--- src/rtl/snn_pkg.sv ---
// Shared constants and types for the spiking summing-PE stage.
//   FILTER_SIZE  partial sums per neuron (one per PPE row source)
//   NUM_OUTPUTS  neuron entries held by the accumulator
//   PSUM_WIDTH   signed partial-sum width (SUM_WIDTH + 1)
//   VMEM_WIDTH   signed membrane / accumulator width
//   THRESHOLD    spike threshold (positive)
package snn_pkg;

  localparam int unsigned FILTER_SIZE = 5;
  localparam int unsigned NUM_OUTPUTS = 21;
  localparam int unsigned SUM_WIDTH   = 13;
  localparam int unsigned PSUM_WIDTH  = SUM_WIDTH + 1;
  localparam int unsigned VMEM_WIDTH  = 16;
  localparam int          THRESHOLD   = 64;

  localparam int unsigned SRC_WIDTH = 4;
  localparam int unsigned IDX_WIDTH = 5;
  localparam int unsigned TS_WIDTH  = 2;
  localparam int unsigned ERR_WIDTH = 3;

  // Sticky error flag bit positions.
  localparam int unsigned ErrDupSrc     = 0;
  localparam int unsigned ErrRange      = 1;
  localparam int unsigned ErrIncomplete = 2;

  typedef logic signed [PSUM_WIDTH-1:0] psum_t;
  typedef logic signed [VMEM_WIDTH-1:0] vmem_t;
  typedef logic [FILTER_SIZE-1:0]       mask_t;

  typedef enum logic [2:0] {
    StIdle,
    StAcc,
    StFire,
    StEmit,
    StClr
  } spe_state_t;

endpackage

--- src/rtl/spe_neuron_fire.sv ---
// Combinational fire step for one neuron.
//   vmem_i   current membrane potential
//   acc_i    completed sum of this neuron's partial sums
//   spike_o  1 when the saturated potential reaches THRESHOLD
//   vmem_o   new potential (reset by subtraction on a spike)
module spe_neuron_fire
  import snn_pkg::*;
(
  input  vmem_t vmem_i,
  input  vmem_t acc_i,
  output logic  spike_o,
  output vmem_t vmem_o
);

  localparam vmem_t VmemMax = {1'b0, {(VMEM_WIDTH-1){1'b1}}};
  localparam vmem_t VmemMin = {1'b1, {(VMEM_WIDTH-1){1'b0}}};
  localparam vmem_t Thresh  = vmem_t'(THRESHOLD);

  logic [VMEM_WIDTH:0] sum_wide;
  vmem_t               v_sat;

  always_comb begin
    sum_wide = {vmem_i[VMEM_WIDTH-1], vmem_i} + {acc_i[VMEM_WIDTH-1], acc_i};
    // Top two bits disagree only when the true sum left the VMEM range.
    if (sum_wide[VMEM_WIDTH] != sum_wide[VMEM_WIDTH-1]) begin
      v_sat = sum_wide[VMEM_WIDTH] ? VmemMin : VmemMax;
    end else begin
      v_sat = sum_wide[VMEM_WIDTH-1:0];
    end
    spike_o = (v_sat >= Thresh);
    vmem_o  = spike_o ? (v_sat - Thresh) : v_sat;
  end

endmodule

--- src/rtl/spe_accumulator.sv ---
// Summing PE: gathers FILTER_SIZE partial sums per output neuron, folds the
// total into the neuron's membrane potential and emits one spike record.
//   clk, rst_n               clock, async active-low reset
//   in_valid/in_ready        partial-sum packet handshake (in_src, in_idx, in_psum)
//   ts_done/ts_done_ack      end-of-timestep request and its one-cycle acknowledge
//   out_valid/out_ready      spike record handshake (out_idx, out_spike, out_ts)
//   err_flags                sticky: [0] dup source, [1] out of range, [2] incomplete
module spe_accumulator
  import snn_pkg::*;
(
  input  logic                  clk,
  input  logic                  rst_n,
  input  logic                  in_valid,
  output logic                  in_ready,
  input  logic [SRC_WIDTH-1:0]  in_src,
  input  logic [IDX_WIDTH-1:0]  in_idx,
  input  logic signed [PSUM_WIDTH-1:0] in_psum,
  input  logic                  ts_done,
  output logic                  ts_done_ack,
  output logic                  out_valid,
  input  logic                  out_ready,
  output logic [IDX_WIDTH-1:0]  out_idx,
  output logic                  out_spike,
  output logic [TS_WIDTH-1:0]   out_ts,
  output logic [ERR_WIDTH-1:0]  err_flags
);

  localparam logic [IDX_WIDTH-1:0] IdxLimit = IDX_WIDTH'(NUM_OUTPUTS);
  localparam logic [SRC_WIDTH-1:0] SrcLimit = SRC_WIDTH'(FILTER_SIZE);

  spe_state_t state_q, state_d;
  logic [SRC_WIDTH-1:0] src_q, src_d;
  logic [IDX_WIDTH-1:0] idx_q, idx_d;
  psum_t                psum_q, psum_d;
  vmem_t                acc_q  [NUM_OUTPUTS];
  vmem_t                acc_d  [NUM_OUTPUTS];
  mask_t                mask_q [NUM_OUTPUTS];
  mask_t                mask_d [NUM_OUTPUTS];
  vmem_t                vmem_q [NUM_OUTPUTS];
  vmem_t                vmem_d [NUM_OUTPUTS];
  logic [TS_WIDTH-1:0]  ts_q, ts_d;
  logic [ERR_WIDTH-1:0] err_q, err_d;
  logic                 ready_q, ready_d;
  logic                 ack_q, ack_d;
  logic                 out_valid_q, out_valid_d;
  logic [IDX_WIDTH-1:0] out_idx_q, out_idx_d;
  logic                 out_spike_q, out_spike_d;
  logic [TS_WIDTH-1:0]  out_ts_q, out_ts_d;

  logic                 in_range;
  logic [IDX_WIDTH-1:0] idx_safe;
  logic                 any_pending;
  logic                 fire_spike;
  vmem_t                fire_vmem;

  assign in_range = (idx_q < IdxLimit) && (src_q < SrcLimit);
  // Keeps array reads in bounds while a bad packet sits in the latch.
  assign idx_safe = (idx_q < IdxLimit) ? idx_q : '0;

  spe_neuron_fire u_fire (
    .vmem_i  (vmem_q[idx_safe]),
    .acc_i   (acc_q[idx_safe]),
    .spike_o (fire_spike),
    .vmem_o  (fire_vmem)
  );

  always_comb begin
    any_pending = 1'b0;
    for (int unsigned i = 0; i < NUM_OUTPUTS; i++) begin
      any_pending = any_pending | (|mask_q[i]);
    end
  end

  always_comb begin
    state_d     = state_q;
    src_d       = src_q;
    idx_d       = idx_q;
    psum_d      = psum_q;
    acc_d       = acc_q;
    mask_d      = mask_q;
    vmem_d      = vmem_q;
    ts_d        = ts_q;
    err_d       = err_q;
    ack_d       = 1'b0;
    out_valid_d = out_valid_q;
    out_idx_d   = out_idx_q;
    out_spike_d = out_spike_q;
    out_ts_d    = out_ts_q;

    unique case (state_q)
      StIdle: begin
        if (ts_done) begin
          state_d = StClr;
          ack_d   = 1'b1;
        end else if (in_valid && in_ready) begin
          src_d   = in_src;
          idx_d   = in_idx;
          psum_d  = in_psum;
          state_d = StAcc;
        end
      end
      StAcc: begin
        state_d = StIdle;
        if (!in_range) begin
          err_d[ErrRange] = 1'b1;
        end else if (mask_q[idx_q][src_q[2:0]]) begin
          err_d[ErrDupSrc] = 1'b1;
        end else begin
          acc_d[idx_q]              = acc_q[idx_q] + vmem_t'(psum_q);
          mask_d[idx_q][src_q[2:0]] = 1'b1;
          if (mask_d[idx_q] == '1) begin
            state_d = StFire;
          end
        end
      end
      StFire: begin
        vmem_d[idx_q] = fire_vmem;
        acc_d[idx_q]  = '0;
        mask_d[idx_q] = '0;
        out_valid_d   = 1'b1;
        out_idx_d     = idx_q;
        out_spike_d   = fire_spike;
        out_ts_d      = ts_q;
        state_d       = StEmit;
      end
      StEmit: begin
        if (out_ready) begin
          out_valid_d = 1'b0;
          state_d     = StIdle;
        end
      end
      StClr: begin
        if (any_pending) begin
          err_d[ErrIncomplete] = 1'b1;
        end
        for (int unsigned i = 0; i < NUM_OUTPUTS; i++) begin
          acc_d[i]  = '0;
          mask_d[i] = '0;
        end
        if (ts_q == TS_WIDTH'(1)) begin
          ts_d = TS_WIDTH'(2);
        end else begin
          ts_d = TS_WIDTH'(1);
          for (int unsigned i = 0; i < NUM_OUTPUTS; i++) begin
            vmem_d[i] = '0;
          end
        end
        state_d = StIdle;
      end
      default: state_d = StIdle;
    endcase

    ready_d = (state_d == StIdle);
  end

  always_ff @(posedge clk or negedge rst_n) begin
    if (!rst_n) begin
      state_q     <= StIdle;
      src_q       <= '0;
      idx_q       <= '0;
      psum_q      <= '0;
      for (int unsigned i = 0; i < NUM_OUTPUTS; i++) begin
        acc_q[i]  <= '0;
        mask_q[i] <= '0;
        vmem_q[i] <= '0;
      end
      ts_q        <= TS_WIDTH'(1);
      err_q       <= '0;
      ready_q     <= 1'b0;
      ack_q       <= 1'b0;
      out_valid_q <= 1'b0;
      out_idx_q   <= '0;
      out_spike_q <= 1'b0;
      out_ts_q    <= TS_WIDTH'(1);
    end else begin
      state_q     <= state_d;
      src_q       <= src_d;
      idx_q       <= idx_d;
      psum_q      <= psum_d;
      acc_q       <= acc_d;
      mask_q      <= mask_d;
      vmem_q      <= vmem_d;
      ts_q        <= ts_d;
      err_q       <= err_d;
      ready_q     <= ready_d;
      ack_q       <= ack_d;
      out_valid_q <= out_valid_d;
      out_idx_q   <= out_idx_d;
      out_spike_q <= out_spike_d;
      out_ts_q    <= out_ts_d;
    end
  end

  // ts_done blocks new packets in the same cycle so it wins over in_valid.
  assign in_ready    = ready_q & ~ts_done;
  assign ts_done_ack = ack_q;
  assign out_valid   = out_valid_q;
  assign out_idx     = out_idx_q;
  assign out_spike   = out_spike_q;
  assign out_ts      = out_ts_q;
  assign err_flags   = err_q;

endmodule

--- config.mk ---
export PLATFORM = sky130hd
export DESIGN_NAME = spe_accumulator
export DESIGN_NICKNAME = d
export VERILOG_FILES = /design/src/rtl/snn_pkg.sv /design/src/rtl/spe_neuron_fire.sv /design/src/rtl/spe_accumulator.sv
export SDC_FILE = /design/constraint.sdc
export NUM_CORES = 2
export LEC_CHECK = 0
export CORE_MARGIN = 2
export CORE_UTILIZATION = 66
export CTS_BUF_LIST = sky130_fd_sc_hd__clkbuf_8 sky130_fd_sc_hd__clkbuf_16
export CTS_CLUSTER_DIAMETER = 120
export DETAILED_ROUTE_END_ITERATION = 7
export PLACE_DENSITY = 0.81
export SETUP_SLACK_MARGIN = 0.05
export SLEW_MARGIN = 20
export SYNTH_ARGS = -nofsm -noshare
export SYNTH_HDL_FRONTEND = slang
export SYNTH_SLANG_ARGS = --single-unit
export TNS_END_PERCENT = 10
--- constraint.sdc ---
create_clock -name clk -period 11.4 [get_ports clk]
set_input_delay 3.42 -clock clk [delete_from_list [all_inputs] [get_ports clk]]
set_output_delay 3.42 -clock clk [all_outputs]
set_load 0.01 [all_outputs]
==> impl_metrics.ini <==
[clock_tree]
clk-insertion-delay-late_ns = 0.68
cts_tree = yes
cts_sinks = 819
numCtsBuffers = 84
clk_pin_slew_ns = 0.07
post_cts_resized = 0
postCtsHoldBufs = 0
post-cts-setup-buffers = 0
clk_path_buf_depth = 3
cts-root-buf = clkbuf_16
cts_max_level = 3

[place]
port_buffers = 41
gp_congestion = 0.991
place_area_mm2 = 0.0422
place_hpwl_mm = 92.9

[critical_path]
cp_data_required_time_ns = 11.88
slowest_delay_ns = 0.85
endpoint_kind = flip-flop
crit_path_start_kind = flip-flop
worstSetupPathType = flip-flop to flip-flop
crit_path_top_delay_cell = xnor2_2
worst-path-max-fanout = 35
cp_data_arrival_time_ns = 10.76
reg2reg_depth = 33

[min_path]
hold_path.class = flip-flop to flip-flop
min_path_cells = 2

[logic_synthesis]
synth_mux_area_frac = 0.0958
synth-adder-area-share = 0.0116
synth.most_common_cell = dfrtp_1
async_reset_ff_frac = 1.00
synth.distinct_cells = 88
yosys.area_share.simple = 0.0949
syn-cell-area_mm2 = 0.0412
synth_compound_area_frac = 0.251
synth_top_family_by_area = compound AO/OA/AOI/OAI gates
synthTopCellsByCount = dfrtp_1 (817), nand2_1 (541), a22o_1 (519), o21ai_0 (306), clkbuf_1 (248)
synth_area_leader_cell = dfrtp_1
syn_avg_cell_area_um2 = 10.7
synthCells = 3848
ys_top_cells_by_area = dfrtp_1 (50%), a22o_1 (11%), mux4_2 (7.0%)
synth_xor_area_frac = 0.00595
ys_seq_area_frac = 0.497
ys_warn_count = 0
synth_top_cell_area_share = 0.496
synth-main-ff-cell = dfrtp_1
ys_ff_latch = 819
syn_nets = 3913
synth-edff-count = 0

[grt]
grt.total_usage = 0.455
first_global_vias = 35200
grt_pass1_wl_mm = 220
antenna_found_initial = 5
grt_max_degree = 166
grt_overflow = 0

[timing]
slew_viol_final = 0
finalSetupViolCount = 0
tns_ns = 0
slew_headroom = 0.163
fmax_mhz = 97.3
grt_setup_unrepaired = false
period_share = 0.901
min_period_ns = 10.28
clock_skew_ns = 0.0354
hold_viol_final = 0
worst_slew_pin_slew_ns = 1.26

[status]
status = finished, final reports clean

[route]
routed_via_density = 7.73
drc = 0
drt_first_pass_iters = 7
ant_nets = 0
routed-via-count = 35700
avgRoutedWirePerCell_um = 31.4
drt-total-wl_mm = 145
drt-initial-drc-count = 5884

[floorplan]
fp.dieW_um = 254
die-area_mm2 = 0.0645
coreArea_mm2 = 0.0617
die_h_um = 254
initial_core_util = 0.668
rows = 91
design.portCount = 42

[final_layout]
num-nets-final = 3776
design_area_mm2 = 0.0450
drive_gt1_frac = 0.138
seq_area_mm2 = 0.0205
multi_input_area_mm2 = 0.0193
area_growth_pct = 9.15
nFillCells = 4227

[run]
cap_violations = 0
cells by family (layout without fill, tap and decap cells):
| family | after synthesis | after routing |
|---|---|---|
| adder cells (fa/ha/maj) | 37 | 37 |
| AND/OR/NAND/NOR | 869 | 869 |
| buffers and inverters | 399 | 329 |
| flip-flops | 819 | 819 |
| other | 0 | 1 |
| AO/OA/AOI/OAI | 1468 | 1468 |
| XOR/XNOR | 28 | 28 |
| multiplexers | 228 | 228 |
final cells by class:
class                           count  area share
Inverter                           23     0.00192
Clock buffer                       98      0.0510
Multi-Input combinational cell   2630       0.428
Timing Repair Buffer              153      0.0289
Tap cell                          837      0.0233
Antenna cell                        1   0.0000556
Clock inverter                     55      0.0116
Sequential cell                   819       0.455
path summary, 6_finish.rpt:
kind,from,endpoint,slack (ns)
min in group asynchronous,rst_n,idx_q[0],2.84
hold reg to reg,out_ts[0],out_ts[0],0.46
setup / recovery,idx_q[0],vmem_q[134],1.12
max in group asynchronous,rst_n,acc_q[254],6.40
hold / removal,out_ts[0],out_ts[0],0.46
setup reg to reg,idx_q[0],vmem_q[134],1.12
cell usage in the layout (no fill, tap or decap), types with 34 or more instances in the layout:
cell type / count
a21oi_1: 239
a22o_1: 519
a22oi_1: 35
a31oi_1: 45
and2_1: 49
buf_4: 108
clkbuf_16: 84
clkdlybuf4s50_1: 40
dfrtp_1: 814
ha_1: 35
inv_1: 41
mux2_2: 45
mux2i_1: 54
mux4_2: 129
nand2_1: 539
nand3_1: 38
nor2_1: 64
nor4_1: 45
o211ai_1: 34
o21ai_0: 305
o21ai_1: 78
through the flow:
stage / instances / setup WS [ns] / hold WS [ns] / util
floorplan: 3848 / 3.79 / 0.439 / -
detailed placement: 4462 / 1.56 / 0.451 / 0.683
finish: 4616 / 1.12 / 0.462 / 0.730
global placement: 4461 / 1.99 / 0.441 / 0.682
global route: 4615 / 0.606 / 0.480 / 0.730
CTS: 4615 / 1.46 / 0.462 / 0.729
metal layers:
| layer | GRT usage | vias to the layer above | part of all wire |
|---|---|---|---|
| met4 | 0.278 | 6 | 0.073 |
| met1 | 0.591 | 17600 | 0.35 |
| met3 | 0.143 | 754 | 0.14 |
| met5 | 0 | - | 0.00028 |
| met2 | 0.671 | 3105 | 0.44 |
| li1 | - | 14200 | - |
sequential cells by signal (all words and copies together) (netlist names), 3 cells and up:
register,cells
acc_q,336
err_flags,3
idx_q,5
mask_q,105
out_idx,5
psum_q,14
src_q,4
state_q,3
vmem_q,336
critical path, delay by kind of cell, from the launching register on:
family	cells	cell delay (ns)
flops	1	0.69
simple gates	8	2.35
xor+xnor	2	1.01
buf+inv	3	0.93
fa+ha+maj	3	0.90
compound gates	16	3.89
mux	1	0.27
Power is left out: the tool's default activity adds up to more than one toggle a clock period on the data nets, which glitch-free logic cannot reach.
